**src/rtl/sfu_lanes.sv**
```systemverilog
// sfu_lanes: accumulate/ReLU special function unit with runtime 1/2/4 SIMD lane split.
// Define SFU_SAT_EN for per-lane signed saturation and sat_flag; otherwise lanes wrap.
module sfu_lanes #(
  parameter int psum_bw   = 16,
  parameter int max_lanes = 4,
  parameter int cnt_bw    = 8
) (
  input  logic               clk,
  input  logic               reset,
  input  logic [1:0]         mode,
  input  logic               start,
  input  logic [cnt_bw-1:0]  len,
  input  logic               relu_en,
  input  logic               in_valid,
  input  logic [psum_bw-1:0] in,
  output logic               in_ready,
  output logic [psum_bw-1:0] out,
  output logic               out_valid,
  input  logic               out_ready,
  output logic               busy,
  output logic               sat_flag
);
  typedef enum logic [1:0] {IDLE, ACC, RELU, OUT} state_t;
  localparam logic [1:0] LMAX = max_lanes >= 4 ? 2'd2 : max_lanes >= 2 ? 2'd1 : 2'd0;
  state_t             state_q, state_d;
  logic [psum_bw-1:0] psum_q, psum_d, acc_sel, rel_sel;
  logic [cnt_bw-1:0]  cnt_q, cnt_d;
  logic [1:0]         mode_q, mode_d, mode_s;
  logic               relu_q, relu_d;
  logic               sat_q, sat_d, sat_sel;
  // One adder/ReLU bank per lane split; the latched mode picks which bank feeds psum.
  for (genvar g = 0; g < 3; g++) begin : gm
    localparam int n = 1 << g;
    localparam int w = psum_bw / n;
    logic [psum_bw-1:0] acc, rel;
    logic               sat;
`ifdef SFU_SAT_EN
    logic [w:0]         s;
`endif
    always_comb begin
      acc = psum_q;
      rel = psum_q;
      sat = 1'b0;
`ifdef SFU_SAT_EN
      s = '0;
`endif
      for (int l = 0; l < n; l++) begin
`ifdef SFU_SAT_EN
        s = {psum_q[l*w+w-1], psum_q[l*w+:w]} + {in[l*w+w-1], in[l*w+:w]};
        acc[l*w+:w] = (s[w] != s[w-1]) ? {s[w], {(w-1){~s[w]}}} : s[w-1:0];
        sat = sat | (s[w] != s[w-1]);
`else
        acc[l*w+:w] = psum_q[l*w+:w] + in[l*w+:w];
`endif
        rel[l*w+:w] = psum_q[l*w+w-1] ? {w{1'b0}} : psum_q[l*w+:w];
      end
    end
  end
  assign acc_sel = mode_q == 2'd2 ? gm[2].acc : mode_q == 2'd1 ? gm[1].acc : gm[0].acc;
  assign rel_sel = mode_q == 2'd2 ? gm[2].rel : mode_q == 2'd1 ? gm[1].rel : gm[0].rel;
`ifdef SFU_SAT_EN
  assign sat_sel = mode_q == 2'd2 ? gm[2].sat : mode_q == 2'd1 ? gm[1].sat : gm[0].sat;
`else
  assign sat_sel = 1'b0;
`endif
  assign mode_s = mode == 2'd3 ? 2'd0 : (mode > LMAX ? LMAX : mode);
  always_comb begin
    state_d = state_q;
    psum_d  = psum_q;
    cnt_d   = cnt_q;
    mode_d  = mode_q;
    relu_d  = relu_q;
    sat_d   = sat_q;
    case (state_q)
      IDLE: if (start) begin
        psum_d  = '0;
        cnt_d   = len;
        mode_d  = mode_s;
        relu_d  = relu_en;
        sat_d   = 1'b0;
        state_d = len == '0 ? OUT : ACC;
      end
      ACC: if (in_valid) begin
        psum_d = acc_sel;
        cnt_d  = cnt_q - cnt_bw'(1);
        sat_d  = sat_q | sat_sel;
        if (cnt_q == cnt_bw'(1)) state_d = relu_q ? RELU : OUT;
      end
      RELU: begin
        psum_d  = rel_sel;
        state_d = OUT;
      end
      default: if (out_ready) state_d = IDLE;
    endcase
  end
  always_ff @(posedge clk or posedge reset) begin
    if (reset) begin
      state_q <= IDLE;
      psum_q  <= '0;
      cnt_q   <= '0;
      mode_q  <= '0;
      relu_q  <= 1'b0;
      sat_q   <= 1'b0;
    end else begin
      state_q <= state_d;
      psum_q  <= psum_d;
      cnt_q   <= cnt_d;
      mode_q  <= mode_d;
      relu_q  <= relu_d;
      sat_q   <= sat_d;
    end
  end
  assign out       = psum_q;
  assign in_ready  = state_q == ACC;
  assign out_valid = state_q == OUT;
  assign busy      = state_q != IDLE;
  assign sat_flag  = sat_q;
endmodule

```
**config.mk**
```make
export PLATFORM = sky130hd
export DESIGN_NAME = sfu_lanes
export DESIGN_NICKNAME = d
export VERILOG_FILES = /design/src/rtl/sfu_lanes.sv
export SDC_FILE = /design/constraint.sdc
export NUM_CORES = 1
export LEC_CHECK = 0
export ABC_AREA = 1
export BUFFER_PORTS_ARGS = -buffer_cell sky130_fd_sc_hd__buf_2
export CELL_PAD_IN_SITES_DETAIL_PLACEMENT = 0
export CELL_PAD_IN_SITES_GLOBAL_PLACEMENT = 1
export CORE_ASPECT_RATIO = 0.75
export CORE_MARGIN = 8
export CORE_UTILIZATION = 31
export DETAILED_ROUTE_END_ITERATION = 7
export GPL_ROUTABILITY_DRIVEN = 0
export GPL_TIMING_DRIVEN = 0
export PLACE_DENSITY_LB_ADDON = 0.1
export SLEW_MARGIN = 25
export SYNTH_ARGS = -nofsm -noshare
export SYNTH_HDL_FRONTEND = slang
export SYNTH_SLANG_ARGS = --single-unit
```
**constraint.sdc**
```tcl
create_clock -name clk -period 3.92 [get_ports clk]
set_input_delay 0.196 -clock clk [delete_from_list [all_inputs] [get_ports clk]]
set_output_delay 0.196 -clock clk [all_outputs]
set_load 0.02 [all_outputs]
```
* Word level (Yosys, flattened, before mapping)
Index checks and enable logic that the tools add are counted.
** Word-level totals
- Register bits after elaboration :: 29
- Latch bits :: 0
- Bits in writable memories :: 0
- Bits in read-only memories :: 0
- Input bits :: 32
- Output and inout port bits :: 20
- Logic and storage cells :: 82
- Memories :: 0
** Cells by class
- Add/sub/neg operators :: 8
- $mul :: 0
- Divide/modulo/power cells :: 0
- Order comparisons :: 1
- Equality and inequality tests :: 18
- Shift operators :: 0
- Muxes and demuxes :: 26
- Bitwise gates (word level) :: 0
- Reductions and logical operators :: 17
** Operators with widths (count)
- $mux 16 :: 4
- $pmux 16 s3 :: 1
- $mux 15 :: 3
- $add 16x16->16 :: 1
- $add 4x4->4 :: 4
- $add 8x8->8 :: 2
- $mux 8 :: 2
- $pmux 8 s2 :: 1
- $reduce_and 4->1 :: 4
- $ne 3x3->1 const B :: 5
- $mux 2 :: 7
- $mux 7 :: 2
- $mux 3 :: 4
- $reduce_and 6->1 :: 2
- $reduce_and 5->1 :: 2
- $eq 2x2->1 const B :: 4
- $eq 8x1->1 const B :: 1
- $logic_not 8->1 :: 1
- $ne 4x4->1 const B :: 2
- $sub 8x1->8 const B :: 1
- $ne 2x2->1 const B :: 3
- $pmux 2 s3 :: 1
- $reduce_and 3->1 :: 2
- $eq 2x1->1 const B :: 2
- 8 further kinds :: 9

* Logic depth before layout (Yosys ltp)
Gate-level depths: netlist (run 1).
- Depth after elaboration :: 5
- Gate-level depth with buffers :: 15
- Depth with buffers taken out :: 15

* Worst setup path before layout (run 1)
No wires, ideal clock.
- Path type :: register to register
- Start :: register state_q[1]
- End :: register psum_q[5] (netlist: out[5])
- Data arrival time :: 1.721 ns
- Setup slack :: 2.072 ns
- Stages on the path, launching flop included :: 14
- Buffers on the path :: 1
- Clock period less this slack :: 1.848 ns
- Cell sequence :: dfrtp_1 > inv_1 > ha_1 > buf_6 > clkinv_4 > or2_4 > nand2_4 > nor2_8 > nand2_2 > nor2_2 > nand2_1 > a21oi_1 > o31ai_1 > nand2_1
** On the way
- Longest elaborated chain between the ends :: 3
- Elaborated cells on any way between the ends :: 11
- Classes of those cells :: 7 x eq/ne; 1 x mux; 3 x reduce/logical
** RTL lines
- start, declared :: line 25 : state_t state_q, state_d;
- start signal, assigned :: line 105 : state_q <= state_d;
- $eq 2x1->1 *
- via in_ready :: line 16 : output logic in_ready,
- $ne 2x2->1 (no source line) / $reduce_bool 3->1 (equally long branches)
- $reduce_and 6->1 (no source line)
- end signal, assigned :: line 106 : psum_q <= psum_d;
- end, declared :: line 26 : logic [psum_bw-1:0] psum_q, psum_d, acc_sel, rel_sel;
The timed path passes the listed nets; every way through them passes the cells marked *.
A chain may end at the register's enable or synchronous reset.

* Worst setup path in the final report (run 1)
- Start :: register state_q[1]
- End :: register psum_q[5] (netlist: out[5])
** On the way
- Longest elaborated chain between the ends :: 3
- Elaborated cells on any way between the ends :: 11
- Classes of those cells :: 7 x eq/ne; 1 x mux; 3 x reduce/logical
** RTL lines
- $eq 2x2->1 (tied with other cells) :: line 74 : case (state_q)
- $ne 4x4->1 (no source line) (tied with other cells)
- $reduce_and 6->1 (no source line)
Several ways; a longest one is shown, not always the timed one.

==> results.json, run 1 <==
{
  "status": "complete, no violations",
  "synth_edf_count": 0,
  "end_kind": "register",
  "ys_seq_elements": 29,
  "cts_buffers": 5,
  "worstMarginPinSlew_ps": 656,
  "drcViolationCount": 0,
  "synth_xor_area_share_pct": 2.60,
  "max_freq_mhz": 493,
  "dr_total_vias": 2628,
  "synth_fp_nets": 452,
  "cp_max_fo": 8,
  "synth.most_common_cell": "nand2_1",
  "dr.pass1.iters": 4,
  "rsz0062_at_grt": "no",
  "yosys.area_share.simple_pct": 31.3,
  "yosysSeqAreaShare_pct": 26.9,
  "period_needed_ps": 2030,
  "tritoncts": "yes",
  "grt_pass1_vias": 2613,
  "rows": 29,
  "dp_hpwl_mm": 6.33,
  "hold_viol": 0,
  "h-tree-depth": 2,
  "synth_compound_area_share_pct": 16.1,
  "synth.distinct_cells": 45,
  "yosys_warnings": 0,
  "syn_area_per_cell_um2": 6.83,
  "ff_latch_area_um2": 726,
  "fin_tns_setup_ps": 0,
  "clkTransAtPathRegs_ps": 50,
  "synth_area_leader_cell": "dfrtp_1",
  "grt_pass1_wl_mm": 12.9,
  "layout.nets": 509,
  "synthCells": 395,
  "dieHeight_um": 96.8,
  "maxCapViolations": 0,
  "ctsResizeCount": 0,
  "drive_gt1_share_pct": 18.3,
  "slew_violations": 0,
  "dp_cells": 553,
  "fin_util_pct": 38.1,
  "antenna_found_initial": 0,
  "finalCritPeriodShare_pct": 51.7,
  "dr.first_iter.drc_count": 126,
  "total_leakage_power_nw": 1.76,
  "start_util_pct": 31.9,
  "nFillCells": 948,
  "setup_viol": 0,
  "io_buffers": 50,
  "clk_path_buf_depth": 2,
  "die_area_um2": 12000,
  "diodes": 0,
  "synthAdderAreaFrac_pct": 12.7,
  "synthMuxAreaShare_pct": 0.418,
  "fin_skew_ps": 5.03,
  "met2RoutedLength_mm": 3.08,
  "dr.max_layer_used": "met4",
  "cts_num_sinks": 29,
  "cp.arrival_ps": 2180,
  "synthTopCellsByArea": "dfrtp_1, nand2_1, ha_1",
  "synthFlopType": "dfrtp_1",
  "cts_hold_buf": 0,
  "powerDensity_nw_per_um2": 738,
  "pin_count": 52,
  "grt_max_degree": 30,
  "multi_input_area_um2": 1710,
  "holdCritPathClass": "in2async",
  "groute.usage.overall_pct": 13.3,
  "wl_met1_mm": 4.23,
  "crit_type": "reg2reg",
  "wl_per_cell_um": 13.7,
  "synthTopCellsByCount": "nand2_1, inv_1, o21ai_0",
  "synth_area_um2": 2700,
  "ir_worst_vdd_mv": 0.291,
  "finalNonFillerCells": 561,
  "wl_mm": 7.71,
  "cts-root-buf": "clkbuf_16",
  "syn2layout_area_growth_pct": 19.4,
  "ant_nets": 0,
  "die_x_um": 124,
  "required_ps": 4070,
  "synth_top_family_by_area": "simple AND/OR/NAND/NOR gates",
  "vias_per_cell": 4.68,
  "core_um2": 8450,
  "synthArstFlopShare_pct": 100,
  "dr_wl_met3_um": 363,
  "yosys.area.top_type_share_pct": 26.9,
  "cp-start-kind": "register",
  "clk-insertion-delay-late_ps": 270,
  "slew_headroom_pct": 56.2,
  "grt-ovfl-total": 0,
  "cts_setup_buffers": 0
}
==> cell families (layout without fill, tap and decap cells) <==
group,Yosys count,after routing
muxes,1,1
adders and majority gates,25,25
DFF,29,29
other,1,1
and+or+nand+nor,190,190
xor gates and xnor gates,8,8
AOI/OAI and AO/OA,78,78
buffers and inverters,63,121
==> layout by cell type, fill, tap and decap left out, drive strengths merged, types with 2 or more instances in the layout <==
master	count
ha	21
or2	4
nor4	2
o21ai	35
o22ai	2
nor3	11
inv	54
nand3b	4
clkinv	3
buf	55
clkbuf	9
nand2	116
nor2	33
xnor2	4
a21o	2
a21oi	26
dfrtp	29
o31ai	4
xor2	4
o211ai	2
fa	4
nand3	19
o21bai	2
==> per-stage QoR <==
stage	total power [mW]	cell area, um^2	hold slack [ps]	setup WS (ps)
floorplan	1.62	2700	274	2070
global placement	2.02	3080	394	1910
detailed placement	2.02	3080	340	1900
CTS	2.41	3220	44.8	1890
global route	2.63	3220	84.9	1730
finish	2.38	3220	11.1	1890
==> where the power goes <==
group	total (mW)	leakage (nW)	internal (mW)	switching [mW]
logic	1.50	1.31	0.522	0.975
registers	0.508	0.373	0.418	0.0903
clock network	0.371	0.0706	0.233	0.138
==> metal layers <==
metal	track usage, %	vias to the layer above
li1	-	1396
met1	20.2	1176
met2	18.7	52
met3	2.85	4
met4	2.49	0
met5	0	-
==> final cells by class <==
| type | instances | area share, % |
|---|---|---|
| multi-input combinational | 303 | 53.0 |
| sequential | 29 | 22.5 |
| timing repair buffer | 50 | 7.77 |
| inverter | 55 | 6.57 |
| tap | 108 | 4.20 |
| clock buffer | 6 | 4.00 |
| buffer | 8 | 1.63 |
| clock inverter | 2 | 0.311 |
==> final timing paths <==
path	from	endpoint	slack, ps	cells after the start
max in group asynchronous	reset	out[14]	3470	2
min	reset	out[4]	10	2
max reg2reg	state_q[1]	out[5]	1890	13
max	state_q[1]	out[5]	1890	13
min reg2reg	mode_q[0]	mode_q[0]	490	2
min in group clk	mode[1]	mode_q[0]	110	2
==> worst max-delay path, stage by stage, from the launching register on <==
cell and delay [ps]:
dfrtp_1 400, inv_1 110, ha_1 200, buf_6 160
clkinv_4 100, or2_4 250, nand2_4 130, nor2_8 50
nand2_2 130, nor2_2 80, nand2_1 90, a21oi_1 50
o31ai_1 80, nand2_1 70
==> sequential cells by signal, indices dropped and copies added (netlist names) <==
name	cells
out	16
mode_q	2
state_q	2
relu_q	1
cnt_q	8
No activity file was read; power rests on OpenSTA's default activity.
==> run 2, diff against run 1 <==
==> constraint.sdc (replaced) <==
create_clock -name clk -period 2.1 [get_ports clk]
set_input_delay 0.105 -clock clk [delete_from_list [all_inputs] [get_ports clk]]
set_output_delay 0.105 -clock clk [all_outputs]
set_load 0.02 [all_outputs]
==> run 2 against run 1 <==
  * Setup slack got worse by 1800 ps
  * Non-clock buffer count rose by 2
  * Via count increased by 0.23%
  * Register-to-register slack worse by 1800 ps
  * Core utilization is 0.36 points higher
  * Highest routed layer unchanged
  * Largest cell class unchanged
  * Combinational power is 89% higher
  * Critical path depth unchanged
==> results.json, run 2 (synthesis gave the netlist of run 1 again) <==
{
  "status": "complete, no violations",
  "cp.arrival_ps": 2140,
  "rsz0062_at_grt": "no",
  "end_kind": "register",
  "antenna_found_initial": 0,
  "hold_viol": 0,
  "cts-root-buf": "clkbuf_16",
  "largest_reg_flops": 16,
  "total_leakage_power_nw": 1.77,
  "layout.nets": 511,
  "p_int_mw": 2.22,
  "setup_slack_ps": 111,
  "switchingPower_mw": 2.26,
  "die_x_um": 124,
  "slew_violations": 0,
  "clkTransAtPathRegs_ps": 50,
  "ant_nets": 0,
  "clk-insertion-delay-late_ps": 270,
  "max_freq_mhz": 503,
  "cp-start-kind": "register",
  "dieHeight_um": 96.8,
  "dr.pass1.iters": 4,
  "clk_path_buf_depth": 2,
  "finalCritPeriodShare_pct": 94.7,
  "required_ps": 2250,
  "drive_gt1_share_pct": 19.8,
  "period_needed_ps": 1990,
  "grt_pass1_vias": 2613,
  "vias_per_cell": 4.68,
  "maxCapViolations": 0,
  "finalNonFillerCells": 563,
  "die_area_um2": 12000,
  "powerDensity_nw_per_um2": 1380,
  "slew_headroom_pct": 56.3,
  "post-place-ws_ps": 79.9,
  "diodes": 0,
  "dp_cells": 553,
  "dr_total_vias": 2634,
  "h-tree-depth": 2,
  "crit_type": "reg2reg",
  "wl_per_cell_um": 13.7,
  "ir_worst_vdd_mv": 0.540,
  "grt_max_degree": 30,
  "fin_skew_ps": 4.70,
  "holdCritPathClass": "in2reg",
  "grt-ovfl-total": 0,
  "fin_tns_setup_ps": 0,
  "pin_count": 52,
  "rows": 29,
  "drcViolationCount": 0,
  "dp_hpwl_mm": 6.33,
  "p_clk_share_pct": 15.5,
  "dr.first_iter.drc_count": 119,
  "p_total_mw": 4.48,
  "start_util_pct": 31.9,
  "cts_num_sinks": 29,
  "tritoncts": "yes",
  "layout_common_cells": "nand2_1, buf_2, inv_1, o21ai_0, dfrtp_1",
  "cts_buffers": 5,
  "final_common_cell": "nand2_1",
  "wl_mm": 7.74,
  "pwr-share-comb_pct": 63.3,
  "core_um2": 8450,
  "setup_viol": 0,
  "pwr-share-seq_pct": 21.2,
  "syn2layout_area_growth_pct": 20.6,
  "worstMarginPinSlew_ps": 654,
  "swShare_pct": 50.4,
  "io_buffers": 50,
  "grt_pass1_wl_mm": 12.9,
  "cp_max_fo": 8,
  "groute.usage.overall_pct": 13.3
}
run 2: cell count changes in the layout (fill, tap and decap cells not counted), moves of 2 or more:
cell / before / now
ha_1: 21 / 19
ha_2: 0 / 2
inv_1: 51 / 49
inv_2: 3 / 5
run 2: per-stage QoR:
| stage | instance area, um^2 | hold slack (ps) | util (%) |
|---|---|---|---|
| floorplan | 2700 | 183 | - |
| global placement | 3080 | 303 | 36.5 |
| detailed placement | 3080 | 249 | 36.5 |
| CTS | 3230 | 21.2 | 38.2 |
| global route | 3250 | 31.2 | 38.4 |
| finish | 3250 | 22.8 | 38.4 |
run 2: path summary, 6_finish.rpt:
check | startpoint | to | slack, ps | cells past startpoint
setup reg to reg | state_q[1] | out[5] | 110 | 13
hold / removal | mode[1] | mode_q[0] | 20 | 2
setup / recovery | state_q[1] | out[5] | 110 | 13
hold reg to reg | mode_q[0] | mode_q[0] | 490 | 2
max in group asynchronous | reset | out[14] | 1200 | 3
min in group asynchronous | reset | out[4] | 470 | 3
run 2: routing by layer:
metal | GRT usage [%] | share of wire (%) | routed length, um | vias up
met5 | 0 | 0 | 0 | -
met4 | 2.49 | 0.50 | 39 | 0
met3 | 2.85 | 4.7 | 364 | 4
met2 | 18.7 | 40 | 3090 | 52
met1 | 20.2 | 55 | 4250 | 1182
li1 | - | - | - | 1396
run 2: power groups by stage:
stage               Sequential [mW]  Combinational, mW  Clock (mW)
finish                        0.951               2.84       0.694
global route                  0.978               3.24       0.743
CTS                           0.950               2.83       0.717
detailed placement            0.954               2.82           0
global placement              0.952               2.82           0
floorplan                      1.01               2.01           0
run 2: timing repair:
action | CTS | global route
gates resized for setup | 0 | 7
hold endpoints to repair | 29 | 0
buffers inserted | 0 | 1
endpoints found under the setup margin | 0 | 10
hold buffers | 1 | 0
run 2: cell type report:
cell class / count / area, um^2
Buffer: 8 / 52.6
Multi-Input combinational cell: 303 / 1720
Clock inverter: 2 / 10.0
Fill cell: 946 / 5200
Inverter: 55 / 211
Sequential cell: 29 / 726
Tap cell: 108 / 135
Timing Repair Buffer: 52 / 268
Clock buffer: 6 / 129
run 2: critical path: stages (launching register included):
cell,delay [ps]
dfrtp_1,410
inv_2,90
ha_2,190
buf_6,150
clkinv_4,100
or2_4,250
nand2_4,130
nor2_8,50
nand2_2,130
nor2_2,80
nand2_1,90
a21oi_1,50
o31ai_1,80
nand2_1,80
==> run 3, diff against run 2 <==
--- a/config.mk
+++ b/config.mk
@@ -7,15 +7,12 @@
 export LEC_CHECK = 0
 export ABC_AREA = 1
 export BUFFER_PORTS_ARGS = -buffer_cell sky130_fd_sc_hd__buf_2
-export CELL_PAD_IN_SITES_DETAIL_PLACEMENT = 0
-export CELL_PAD_IN_SITES_GLOBAL_PLACEMENT = 1
-export CORE_ASPECT_RATIO = 0.75
+export CORE_ASPECT_RATIO = 0.7
 export CORE_MARGIN = 8
 export CORE_UTILIZATION = 31
 export DETAILED_ROUTE_END_ITERATION = 7
 export GPL_ROUTABILITY_DRIVEN = 0
 export GPL_TIMING_DRIVEN = 0
-export PLACE_DENSITY_LB_ADDON = 0.1
 export SLEW_MARGIN = 25
 export SYNTH_ARGS = -nofsm -noshare
 export SYNTH_HDL_FRONTEND = slang
==> run 3 against run 2 <==
  * Clock skew is 2.7 ps lower
  * Maximum frequency up 1.2%
  * Critical path depth decreased by 1
  * Critical path type unchanged
  * Largest cell class unchanged
==> results.json, run 3 (synthesis gave the netlist of run 1 again) <==
{
  "rsz0062_at_grt": "yes",
  "worstMarginPinSlew_ps": 665,
  "vias_per_cell": 4.66,
  "drive_gt1_share_pct": 19.8,
  "r2r_slack_ps": 130,
  "dp_hpwl_mm": 6.00,
  "fin_tns_setup_ps": 0,
  "core_um2": 8440,
  "maxCapViolations": 0,
  "dr.pass1.iters": 4,
  "layout.nets": 511,
  "period_needed_ps": 1970,
  "end_kind": "register",
  "grt-ovfl-total": 0,
  "drcViolationCount": 0,
  "nFillCells": 904,
  "syn2layout_area_growth_pct": 21.9,
  "clk_path_buf_depth": 2,
  "met2RoutedLength_mm": 3.04,
  "cts_buffers": 5,
  "cpPeakStageDelay_ps": 370,
  "dieHeight_um": 94.0,
  "start_util_pct": 31.9,
  "setup_slack_ps": 134,
  "clkTransAtPathRegs_ps": 60,
  "holdCritPathClass": "in2reg",
  "hold_depth": 2,
  "diodes": 0,
  "setup_viol": 0,
  "hold_viol": 0,
  "cp_max_fo": 5,
  "ant_nets": 0,
  "clk-insertion-delay-late_ps": 280,
  "tritoncts": "yes",
  "finalCritPeriodShare_pct": 93.6,
  "timing.rr.start": "state_q[0]",
  "p_total_mw": 4.54,
  "max_freq_mhz": 509,
  "dr_total_vias": 2680,
  "status": "complete, no violations",
  "rows": 28,
  "cp.arrival_ps": 2170,
  "die_area_um2": 12000,
  "slew_violations": 0,
  "required_ps": 2300,
  "grt_pass1_wl_mm": 12.3,
  "cp-start-kind": "register",
  "reg2reg_depth": 12,
  "die_x_um": 127,
  "antenna_found_initial": 0,
  "cts_num_sinks": 29,
  "post-place-ws_ps": 120,
  "crit_type": "reg2reg",
  "largest_reg_flops": 16,
  "wl_mm": 7.47,
  "groute.usage.overall_pct": 12.7,
  "crit_top_cell": "inv_1",
  "powerDensity_nw_per_um2": 1380,
  "dr.first_iter.drc_count": 135,
  "worst_hold_slack_ps": 13.3,
  "total_leakage_power_nw": 1.77,
  "dr_wl_met3_um": 478,
  "fin_skew_ps": 2.05,
  "slew_headroom_pct": 55.6,
  "wl_met1_mm": 3.86,
  "h-tree-depth": 2,
  "grt_max_degree": 30,
  "crit_path_cell_trace": "inv_1 -> ha_1 -> inv_1 -> or2_2 -> nand2_4 -> nor2_8 -> inv_2 -> nor3_4 -> nand2_2 -> a21oi_1 -> nand2_1 -> o21ai_1",
  "cts-root-buf": "clkbuf_16",
  "final_common_cell": "nand2_1",
  "pin_count": 52,
  "min-delay-start": "mode[1]",
  "hold-path-endpoint": "mode_q[0]",
  "dr.max_layer_used": "met4",
  "grt_pass1_vias": 2562,
  "wl_per_cell_um": 13.0,
  "slowest_stage": "dfrtp_1",
  "layout_common_cells": "nand2_1, buf_2, inv_1, o21ai_0, dfrtp_1",
  "rr_endpoint": "out[9]",
  "io_buffers": 50,
  "ir_worst_vdd_mv": 0.583
}
-- run 3: metal layers --
layer,global-route usage (%),vias to the layer above
met4,3.85,0
met1,17.8,1194
met2,18.7,74
met5,0,-
li1,-,1405
met3,3.00,7
-- run 3: where the power goes --
group          total, mW  internal, mW  switching, mW
combinational       2.83          1.01           1.82
sequential         0.948         0.780          0.168
clock              0.760         0.471          0.289
-- run 3: area by class of cell --
class | instances | area, um^2 | area share (%)
plain buffers | 8 | 52.6 | 1.60
clock buffers | 6 | 139 | 4.23
well taps | 120 | 150 | 4.57
clock inverters | 2 | 13.8 | 0.419
multi-input cells | 303 | 1730 | 52.5
repair buffers | 52 | 268 | 8.15
inverters | 55 | 211 | 6.44
flip-flops and latches | 29 | 726 | 22.1
-- run 3: critical path: cells and delay by family (launching register included) --
| kind | cells | cell delay (ps) |
|---|---|---|
| simple gates | 6 | 750 |
| buf+inv | 3 | 310 |
| fa+ha+maj | 1 | 250 |
| compound gates | 2 | 210 |
| flops | 1 | 370 |
-- run 3: per-stage QoR --
stage,utilization (%),cell area (um^2),std cells
after floorplan,-,2700,395
after global placement,36.7,3100,565
after detailed placement,36.7,3100,565
after CTS,38.6,3260,574
after global routing,38.9,3290,575
final,38.9,3290,575
-- run 3: worst max-delay path by stage --
stage | from | to | slack [ps]
after floorplan | state_q[1] | out[5] | 250
after global placement | state_q[1] | out[5] | 140
after detailed placement | state_q[1] | out[9] | 120
after CTS | state_q[1] | out[9] | 110
after global routing | state_q[1] | out[12] | -2
final | state_q[0] | out[9] | 130
-- run 3: repair_timing --
action | CTS | global route
gates resized for setup | 0 | 6
hold endpoints to repair | 29 | 0
setup endpoints to repair | 0 | 6
hold buffers | 1 | 0
setup buffers | 0 | 1
